--- src/rtl/cnn_layer_accel_prefetch_rd_seq_if.sv ---
// Control bundle between the prefetch read sequencer and its job
// controller, row buffer, fetch engine and downstream pixel consumer.
//   job_start/num_cols/num_rows : job launch and expanded window dims
//   cncl_fetch_req/row_ready    : buffer / fetch engine status
//   out_ready                   : downstream backpressure
//   fetch_req/rd_en/input_*     : buffer and fetch engine controls
//   next_row/rst_addr           : buffer row advance / address rewind
//   pix_valid/busy/job_done     : pixel qualifier and job status
interface cnn_layer_accel_prefetch_rd_seq_if #(
  parameter int C_CLG2_DEPTH = 10
);
  logic                    job_start;
  logic [C_CLG2_DEPTH-1:0] num_cols;
  logic [C_CLG2_DEPTH-1:0] num_rows;
  logic                    cncl_fetch_req;
  logic                    row_ready;
  logic                    out_ready;
  logic                    fetch_req;
  logic                    rd_en;
  logic [C_CLG2_DEPTH-1:0] input_col;
  logic [C_CLG2_DEPTH-1:0] input_row;
  logic                    next_row;
  logic                    rst_addr;
  logic                    pix_valid;
  logic                    busy;
  logic                    job_done;

  modport master (
    output job_start, num_cols, num_rows,
    output cncl_fetch_req, row_ready, out_ready,
    input  fetch_req, rd_en, input_col, input_row,
    input  next_row, rst_addr, pix_valid, busy, job_done
  );

  modport slave (
    input  job_start, num_cols, num_rows,
    input  cncl_fetch_req, row_ready, out_ready,
    output fetch_req, rd_en, input_col, input_row,
    output next_row, rst_addr, pix_valid, busy, job_done
  );
endinterface

--- src/rtl/cnn_layer_accel_prefetch_rd_seq.sv ---
// Read-side sequencer for the prefetch row buffer: walks the expanded
// window row by row, requests or skips row fetches, streams pixels.
//   rd_clk : clock, all logic on posedge
//   rst    : synchronous active-high reset
//   bus    : job/buffer/stream bundle (slave view)
module cnn_layer_accel_prefetch_rd_seq #(
  parameter int C_CLG2_DEPTH = 10,
  parameter int C_RD_LATENCY = 2
) (
  input logic rd_clk,
  input logic rst,
  cnn_layer_accel_prefetch_rd_seq_if.slave bus
);
  localparam int DW = C_CLG2_DEPTH;
  localparam int CW = $clog2(C_RD_LATENCY + 1);
  localparam logic [DW-1:0] ONE = DW'(1);

  typedef enum logic [2:0] {
    IDLE, FETCH, WAIT_ROW, STREAM, ROW_END, DRAIN, DONE
  } state_t;

  state_t state_q;
  state_t state_d;

  logic [DW-1:0] cols_q;
  logic [DW-1:0] rows_q;
  logic [DW-1:0] col_q;
  logic [DW-1:0] row_q;
  logic [CW-1:0] drain_q;
  logic [C_RD_LATENCY-1:0] dly_q;
  logic [C_RD_LATENCY:0] dly_in;
  logic done_q;

  logic rd_en;
  logic fetch_req;
  logic rst_addr;
  logic next_row;
  logic col_last;
  logic row_last;
  logic dim_zero;
  logic drain_last;

  // Compare against num-1 so a full-range dimension never wraps.
  assign col_last = col_q == cols_q - ONE;
  assign row_last = row_q == rows_q - ONE;
  assign dim_zero = (bus.num_cols == '0) || (bus.num_rows == '0);
  assign drain_last = drain_q == CW'(C_RD_LATENCY - 1);

  always_ff @(posedge rd_clk) begin
    if (rst) state_q <= IDLE;
    else     state_q <= state_d;
  end

  always_comb begin
    state_d = state_q;
    unique case (state_q)
      IDLE:
        if (bus.job_start)
          state_d = dim_zero ? DONE : FETCH;
      FETCH:
        state_d = bus.cncl_fetch_req ? STREAM : WAIT_ROW;
      WAIT_ROW:
        if (bus.row_ready) state_d = STREAM;
      STREAM:
        if (rd_en && col_last) state_d = ROW_END;
      ROW_END:
        state_d = row_last ? DRAIN : FETCH;
      DRAIN:
        if (drain_last) state_d = DONE;
      DONE:
        state_d = IDLE;
      default:
        state_d = IDLE;
    endcase
  end

  always_comb begin
    rd_en     = 1'b0;
    fetch_req = 1'b0;
    rst_addr  = 1'b0;
    next_row  = 1'b0;
    unique case (state_q)
      FETCH: begin
        rst_addr  = bus.cncl_fetch_req;
        fetch_req = !bus.cncl_fetch_req;
      end
      STREAM:  rd_en = bus.out_ready;
      ROW_END: next_row = 1'b1;
      default: ;
    endcase
  end

  assign dly_in = {dly_q, rd_en};

  always_ff @(posedge rd_clk) begin
    if (rst) begin
      cols_q  <= '0;
      rows_q  <= '0;
      col_q   <= '0;
      row_q   <= '0;
      drain_q <= '0;
      dly_q   <= '0;
      done_q  <= 1'b0;
    end else begin
      dly_q  <= dly_in[C_RD_LATENCY-1:0];
      done_q <= state_q == DONE;
      if (state_q == DRAIN) drain_q <= drain_q + CW'(1);
      else                  drain_q <= '0;
      if (state_q == IDLE && bus.job_start) begin
        cols_q <= bus.num_cols;
        rows_q <= bus.num_rows;
        col_q  <= '0;
        row_q  <= '0;
      end
      if (rd_en)
        col_q <= col_last ? '0 : col_q + ONE;
      if (state_q == ROW_END && !row_last)
        row_q <= row_q + ONE;
    end
  end

  assign bus.rd_en     = rd_en;
  assign bus.fetch_req = fetch_req;
  assign bus.rst_addr  = rst_addr;
  assign bus.next_row  = next_row;
  assign bus.input_col = col_q;
  assign bus.input_row = row_q;
  assign bus.pix_valid = dly_q[C_RD_LATENCY-1];
  assign bus.busy      = state_q != IDLE;
  assign bus.job_done  = done_q;
endmodule

--- src/flat_wrapper.sv ---
// flat-port wrapper written by rule: the top's interface ports become plain ports
module cnn_layer_accel_prefetch_rd_seq_flat 
#(
  parameter int C_CLG2_DEPTH = 10,
  parameter int C_RD_LATENCY = 2
)
  (rd_clk, rst, bus_job_start, bus_num_cols, bus_num_rows, bus_cncl_fetch_req, bus_row_ready, bus_out_ready, bus_fetch_req, bus_rd_en, bus_input_col, bus_input_row, bus_next_row, bus_rst_addr, bus_pix_valid, bus_busy, bus_job_done);
  cnn_layer_accel_prefetch_rd_seq_if #(.C_CLG2_DEPTH(C_CLG2_DEPTH)) bus_i ();
  input logic rd_clk;
  input logic rst;
  input wire logic [$bits(bus_i.job_start)-1:0] bus_job_start;
  input wire logic [$bits(bus_i.num_cols)-1:0] bus_num_cols;
  input wire logic [$bits(bus_i.num_rows)-1:0] bus_num_rows;
  input wire logic [$bits(bus_i.cncl_fetch_req)-1:0] bus_cncl_fetch_req;
  input wire logic [$bits(bus_i.row_ready)-1:0] bus_row_ready;
  input wire logic [$bits(bus_i.out_ready)-1:0] bus_out_ready;
  output wire logic [$bits(bus_i.fetch_req)-1:0] bus_fetch_req;
  output wire logic [$bits(bus_i.rd_en)-1:0] bus_rd_en;
  output wire logic [$bits(bus_i.input_col)-1:0] bus_input_col;
  output wire logic [$bits(bus_i.input_row)-1:0] bus_input_row;
  output wire logic [$bits(bus_i.next_row)-1:0] bus_next_row;
  output wire logic [$bits(bus_i.rst_addr)-1:0] bus_rst_addr;
  output wire logic [$bits(bus_i.pix_valid)-1:0] bus_pix_valid;
  output wire logic [$bits(bus_i.busy)-1:0] bus_busy;
  output wire logic [$bits(bus_i.job_done)-1:0] bus_job_done;
  assign bus_i.job_start = bus_job_start;
  assign bus_i.num_cols = bus_num_cols;
  assign bus_i.num_rows = bus_num_rows;
  assign bus_i.cncl_fetch_req = bus_cncl_fetch_req;
  assign bus_i.row_ready = bus_row_ready;
  assign bus_i.out_ready = bus_out_ready;
  assign bus_fetch_req = bus_i.fetch_req;
  assign bus_rd_en = bus_i.rd_en;
  assign bus_input_col = bus_i.input_col;
  assign bus_input_row = bus_i.input_row;
  assign bus_next_row = bus_i.next_row;
  assign bus_rst_addr = bus_i.rst_addr;
  assign bus_pix_valid = bus_i.pix_valid;
  assign bus_busy = bus_i.busy;
  assign bus_job_done = bus_i.job_done;
  cnn_layer_accel_prefetch_rd_seq #(.C_CLG2_DEPTH(C_CLG2_DEPTH), .C_RD_LATENCY(C_RD_LATENCY)) u_core (.rd_clk(rd_clk), .rst(rst), .bus(bus_i));
endmodule
--- config.mk ---
export PLATFORM = sky130hd
export DESIGN_NAME = cnn_layer_accel_prefetch_rd_seq_flat
export DESIGN_NICKNAME = d
export VERILOG_FILES = /design/src/rtl/cnn_layer_accel_prefetch_rd_seq_if.sv /design/src/rtl/cnn_layer_accel_prefetch_rd_seq.sv /design/src/flat_wrapper.sv
export SDC_FILE = /design/constraint.sdc
export NUM_CORES = 1
export LEC_CHECK = 0
export CORE_MARGIN = 4
export CORE_UTILIZATION = 57
export DETAILED_ROUTE_END_ITERATION = 8
export GPL_TIMING_DRIVEN = 1
export PLACE_DENSITY = 0.95
export SLEW_MARGIN = 20
export SYNTH_ARGS = -nofsm -noshare
export SYNTH_HDL_FRONTEND = slang
export SYNTH_SLANG_ARGS = --single-unit
--- constraint.sdc ---
create_clock -name rd_clk -period 6.49 [get_ports rd_clk]
set_input_delay 1.298 -clock rd_clk [delete_from_list [all_inputs] [get_ports rd_clk]]
set_output_delay 1.298 -clock rd_clk [all_outputs]
set_load 0.05 [all_outputs]
==> results.json <==
{
  "outcome": "completed",
  "dieArea_um2": 6340,
  "rsz0062_at_grt": "false",
  "cts_setup_buffers": 0,
  "pin_count_of_the_biggest_net_entering_global_routing": 30,
  "die-height_um": 79.6,
  "p_sw_frac": 0.438,
  "synth-seq-area-share": 0.328,
  "postPlaceCellArea_um2": 3430,
  "final-setup-viol-count": 0,
  "cts_tree": "built",
  "route.final.wire_length_um": 7240,
  "average_wire_per_standard_cell_um": 15.1,
  "synth_largest_type_area_fraction": 0.328,
  "comb_power_share": 0.474,
  "use_met2": 0.414,
  "endpoint_kind": "output port",
  "ctsRootBufferMaster": "sky130_fd_sc_hd__clkbuf_8",
  "post-dp-hpwl_um": 5330,
  "timing_worst_setup_path_type": "input port to output port",
  "grt.met3_usage": 0.0440,
  "ir_drop_mv": 0.167,
  "achievable_clock_frequency_mhz": 238,
  "required_time_reported_for_the_critical_path_endpoint_ns": 5.19,
  "worstSetupStartpointType": "input port",
  "timing.max_slew.rel_slack": 0.296,
  "initial_core_util": 0.603,
  "postCtsHoldBufs": 0,
  "gr-usage-met1": 0.291,
  "yosys_warnings": 0,
  "final_net_count": 444,
  "critical_path_data_arrival_time_ns": 2.90,
  "syn_avg_cell_area_um2": 7.78,
  "internal-power_mw": 0.639,
  "worst_clock_skew_ns": 0.00768,
  "synthDistinctLibCells": 60,
  "grt_util_all_layers": 0.236,
  "async_reset_ff_frac": 0,
  "worst_hold_path_type": "flop to flop",
  "portBuffers": 52,
  "row_count": 25,
  "post_synth_inst_count": 376,
  "tightest_slew_ns": 1.05,
  "first_pass_iters": 4,
  "ys_dominant_reg_cell": "sky130_fd_sc_hd__dfxtp_1",
  "wire_length_of_the_first_global_routing_pass_um": 12100,
  "power_switching_mw": 0.497,
  "maxCapViolCount": 0,
  "fin_crit_sh": 0.646,
  "floorplan.core_area_um2": 4850,
  "total_negative_slack_for_setup_checks_ns": 0,
  "initialDrtViolationCount": 179,
  "seq_power_share": 0.364,
  "pin_count": 53,
  "ctsLongestPathBuffers": 2,
  "synth_edf_count": 0,
  "synth.ff_latch_count": 48,
  "number_of_global_route_vias_before_repair": 2702,
  "finalWorstPathRequiredPeriod_ns": 4.19,
  "cts_inserted_buffers": 5,
  "synth.net_count": 407,
  "overflow": 0,
  "clock_latency_at_the_later_pin_of_the_worst_skew_pair_ns": 0.31,
  "drt-vias-per-instance": 5.96,
  "power_leakage_nw": 1.30,
  "critical_path_peak_fanout": 3,
  "areaGrowthSynthToFinish_pct": 20.3,
  "syn-cell-area_um2": 2930,
  "final_cell_area_excluding_filler_cells_um2": 3520,
  "count_of_endpoints_failing_hold_in_the_final_timing_report": 0,
  "ctsHtreeMaxLevel": 2,
  "postRouteAntennaNets": 0,
  "die_w_um": 79.6,
  "clockPowerShare": 0.162,
  "routabilityCongestion": 0.896,
  "synth.top_cells.by_count": "67 x sky130_fd_sc_hd__nand2_1, 48 x sky130_fd_sc_hd__dfxtp_1, 25 x sky130_fd_sc_hd__a21oi_1, 25 x sky130_fd_sc_hd__nor2_1, 17 x sky130_fd_sc_hd__xnor2_1",
  "detail_route.drc_violations": 0,
  "dr_total_vias": 2867,
  "antenna_cells_inserted": 0,
  "filler_cell_count": 396,
  "drv_slew": 0,
  "number_of_antenna_violations_at_the_first_check_in_global_routing": 0,
  "layout-drive-gt1-share": 0.0411,
  "synthMostInstantiatedCell": "sky130_fd_sc_hd__nand2_1",
  "cts.repair.resized": 0,
  "synthDominantAreaCellType": "sky130_fd_sc_hd__dfxtp_1",
  "cts_sink_cnt": 48,
  "clkSlewWorstSetupHoldPaths_ns": 0.09,
  "netlist_top_cells_area": "sky130_fd_sc_hd__dfxtp_1 33%, sky130_fd_sc_hd__nand2_1 8.6%, sky130_fd_sc_hd__xnor2_1 5.1%",
  "grt.busiest_layer": "met2",
  "power-per-cell-area_nw_per_um2": 323
}
-- cells in the final DEF, fill, tap and decap left out, types with 5 or more instances in the layout --
| master | n |
|---|---|
| sky130_fd_sc_hd__a211oi_1 | 5 |
| sky130_fd_sc_hd__dfxtp_1 | 48 |
| sky130_fd_sc_hd__nor2_1 | 25 |
| sky130_fd_sc_hd__nor3_1 | 8 |
| sky130_fd_sc_hd__nand2_1 | 67 |
| sky130_fd_sc_hd__nor4_1 | 9 |
| sky130_fd_sc_hd__a21oi_1 | 25 |
| sky130_fd_sc_hd__clkbuf_8 | 5 |
| sky130_fd_sc_hd__nand2b_1 | 5 |
| sky130_fd_sc_hd__clkdlybuf4s50_1 | 52 |
| sky130_fd_sc_hd__ha_1 | 5 |
| sky130_fd_sc_hd__and3_1 | 10 |
| sky130_fd_sc_hd__nand3_1 | 11 |
| sky130_fd_sc_hd__xor2_1 | 9 |
| sky130_fd_sc_hd__nor2b_1 | 5 |
| sky130_fd_sc_hd__o21ai_0 | 14 |
| sky130_fd_sc_hd__xnor2_1 | 17 |
| sky130_fd_sc_hd__inv_1 | 15 |
-- power groups by stage --
stage               combinational [mW]  sequential (mW)  clock [mW]
floorplan                        0.455            0.380           0
detailed placement               0.530            0.416           0
global placement                 0.512            0.413           0
CTS                              0.534            0.410       0.187
global route                     0.591            0.422       0.198
finish                           0.539            0.413       0.184
-- cell type report --
type / instances / area [um^2] / share of cell area
Sequential cell: 48 / 961 / 0.273
Timing Repair Buffer: 52 / 520 / 0.148
Clock inverter: 3 / 23.8 / 0.00675
Inverter: 15 / 56.3 / 0.0160
Tap cell: 67 / 83.8 / 0.0238
Clock buffer: 5 / 68.8 / 0.0196
Multi-Input combinational cell: 291 / 1810 / 0.513
-- worst max-delay path, stage by stage --
cell                              delay, ns
sky130_fd_sc_hd__clkdlybuf4s50_1       0.52
sky130_fd_sc_hd__nand3_1               0.12
sky130_fd_sc_hd__inv_1                 0.14
sky130_fd_sc_hd__clkdlybuf4s50_1       0.82
-- through the flow --
step / setup WS (ns) / hold WS [ns] / instances / utilization / total power, mW
floorplan: 2.75 / 0.407 / 376 / - / 0.835
global placement: 2.33 / 0.416 / 473 / 0.707 / 0.924
detailed placement: 2.33 / 0.434 / 473 / 0.707 / 0.946
CTS: 2.30 / 0.448 / 481 / 0.726 / 1.13
global route: 2.24 / 0.478 / 481 / 0.726 / 1.21
finish: 2.30 / 0.449 / 481 / 0.726 / 1.14
-- cell families (layout without fill, tap and decap cells) --
group,after synthesis,count (layout),share of synthesized area
AND/OR/NAND/NOR,167,167,0.290
AO/OA/AOI/OAI,86,86,0.201
flip-flops,48,48,0.328
buffers and inverters,37,75,0.0543
XOR/XNOR,27,27,0.0834
multiplexers,6,6,0.0214
adder cells (fa/ha/maj),5,5,0.0214
-- path summary, 6_finish.rpt --
kind              depth (start not counted)              from                end  slack, ns
setup / recovery                          4     bus_out_ready          bus_rd_en       2.30
hold / removal                            1   u_core.dly_q[0]    u_core.dly_q[1]       0.45
setup reg to reg                          9  u_core.cols_q[0]  u_core.state_q[0]       3.58
hold reg to reg                           1   u_core.dly_q[0]    u_core.dly_q[1]       0.45
-- per-layer routing --
metal	routed length, um	vias up	share of wire
li1	-	1418	-
met1	3140	1364	0.43
met2	3680	76	0.51
met3	347	9	0.048
met4	78	0	0.011
met5	0	-	0
-- flip-flops by register name, indices dropped and copies added (netlist names) --
name	flops
u_core.dly_q	2
u_core.bus.input_row	10
u_core.bus.input_col	10
u_core.cols_q	10
u_core.rows_q	10
u_core.drain_q	2
u_core.state_q	3
u_core.bus.job_done	1
No activity file was read; power rests on OpenSTA's default activity.
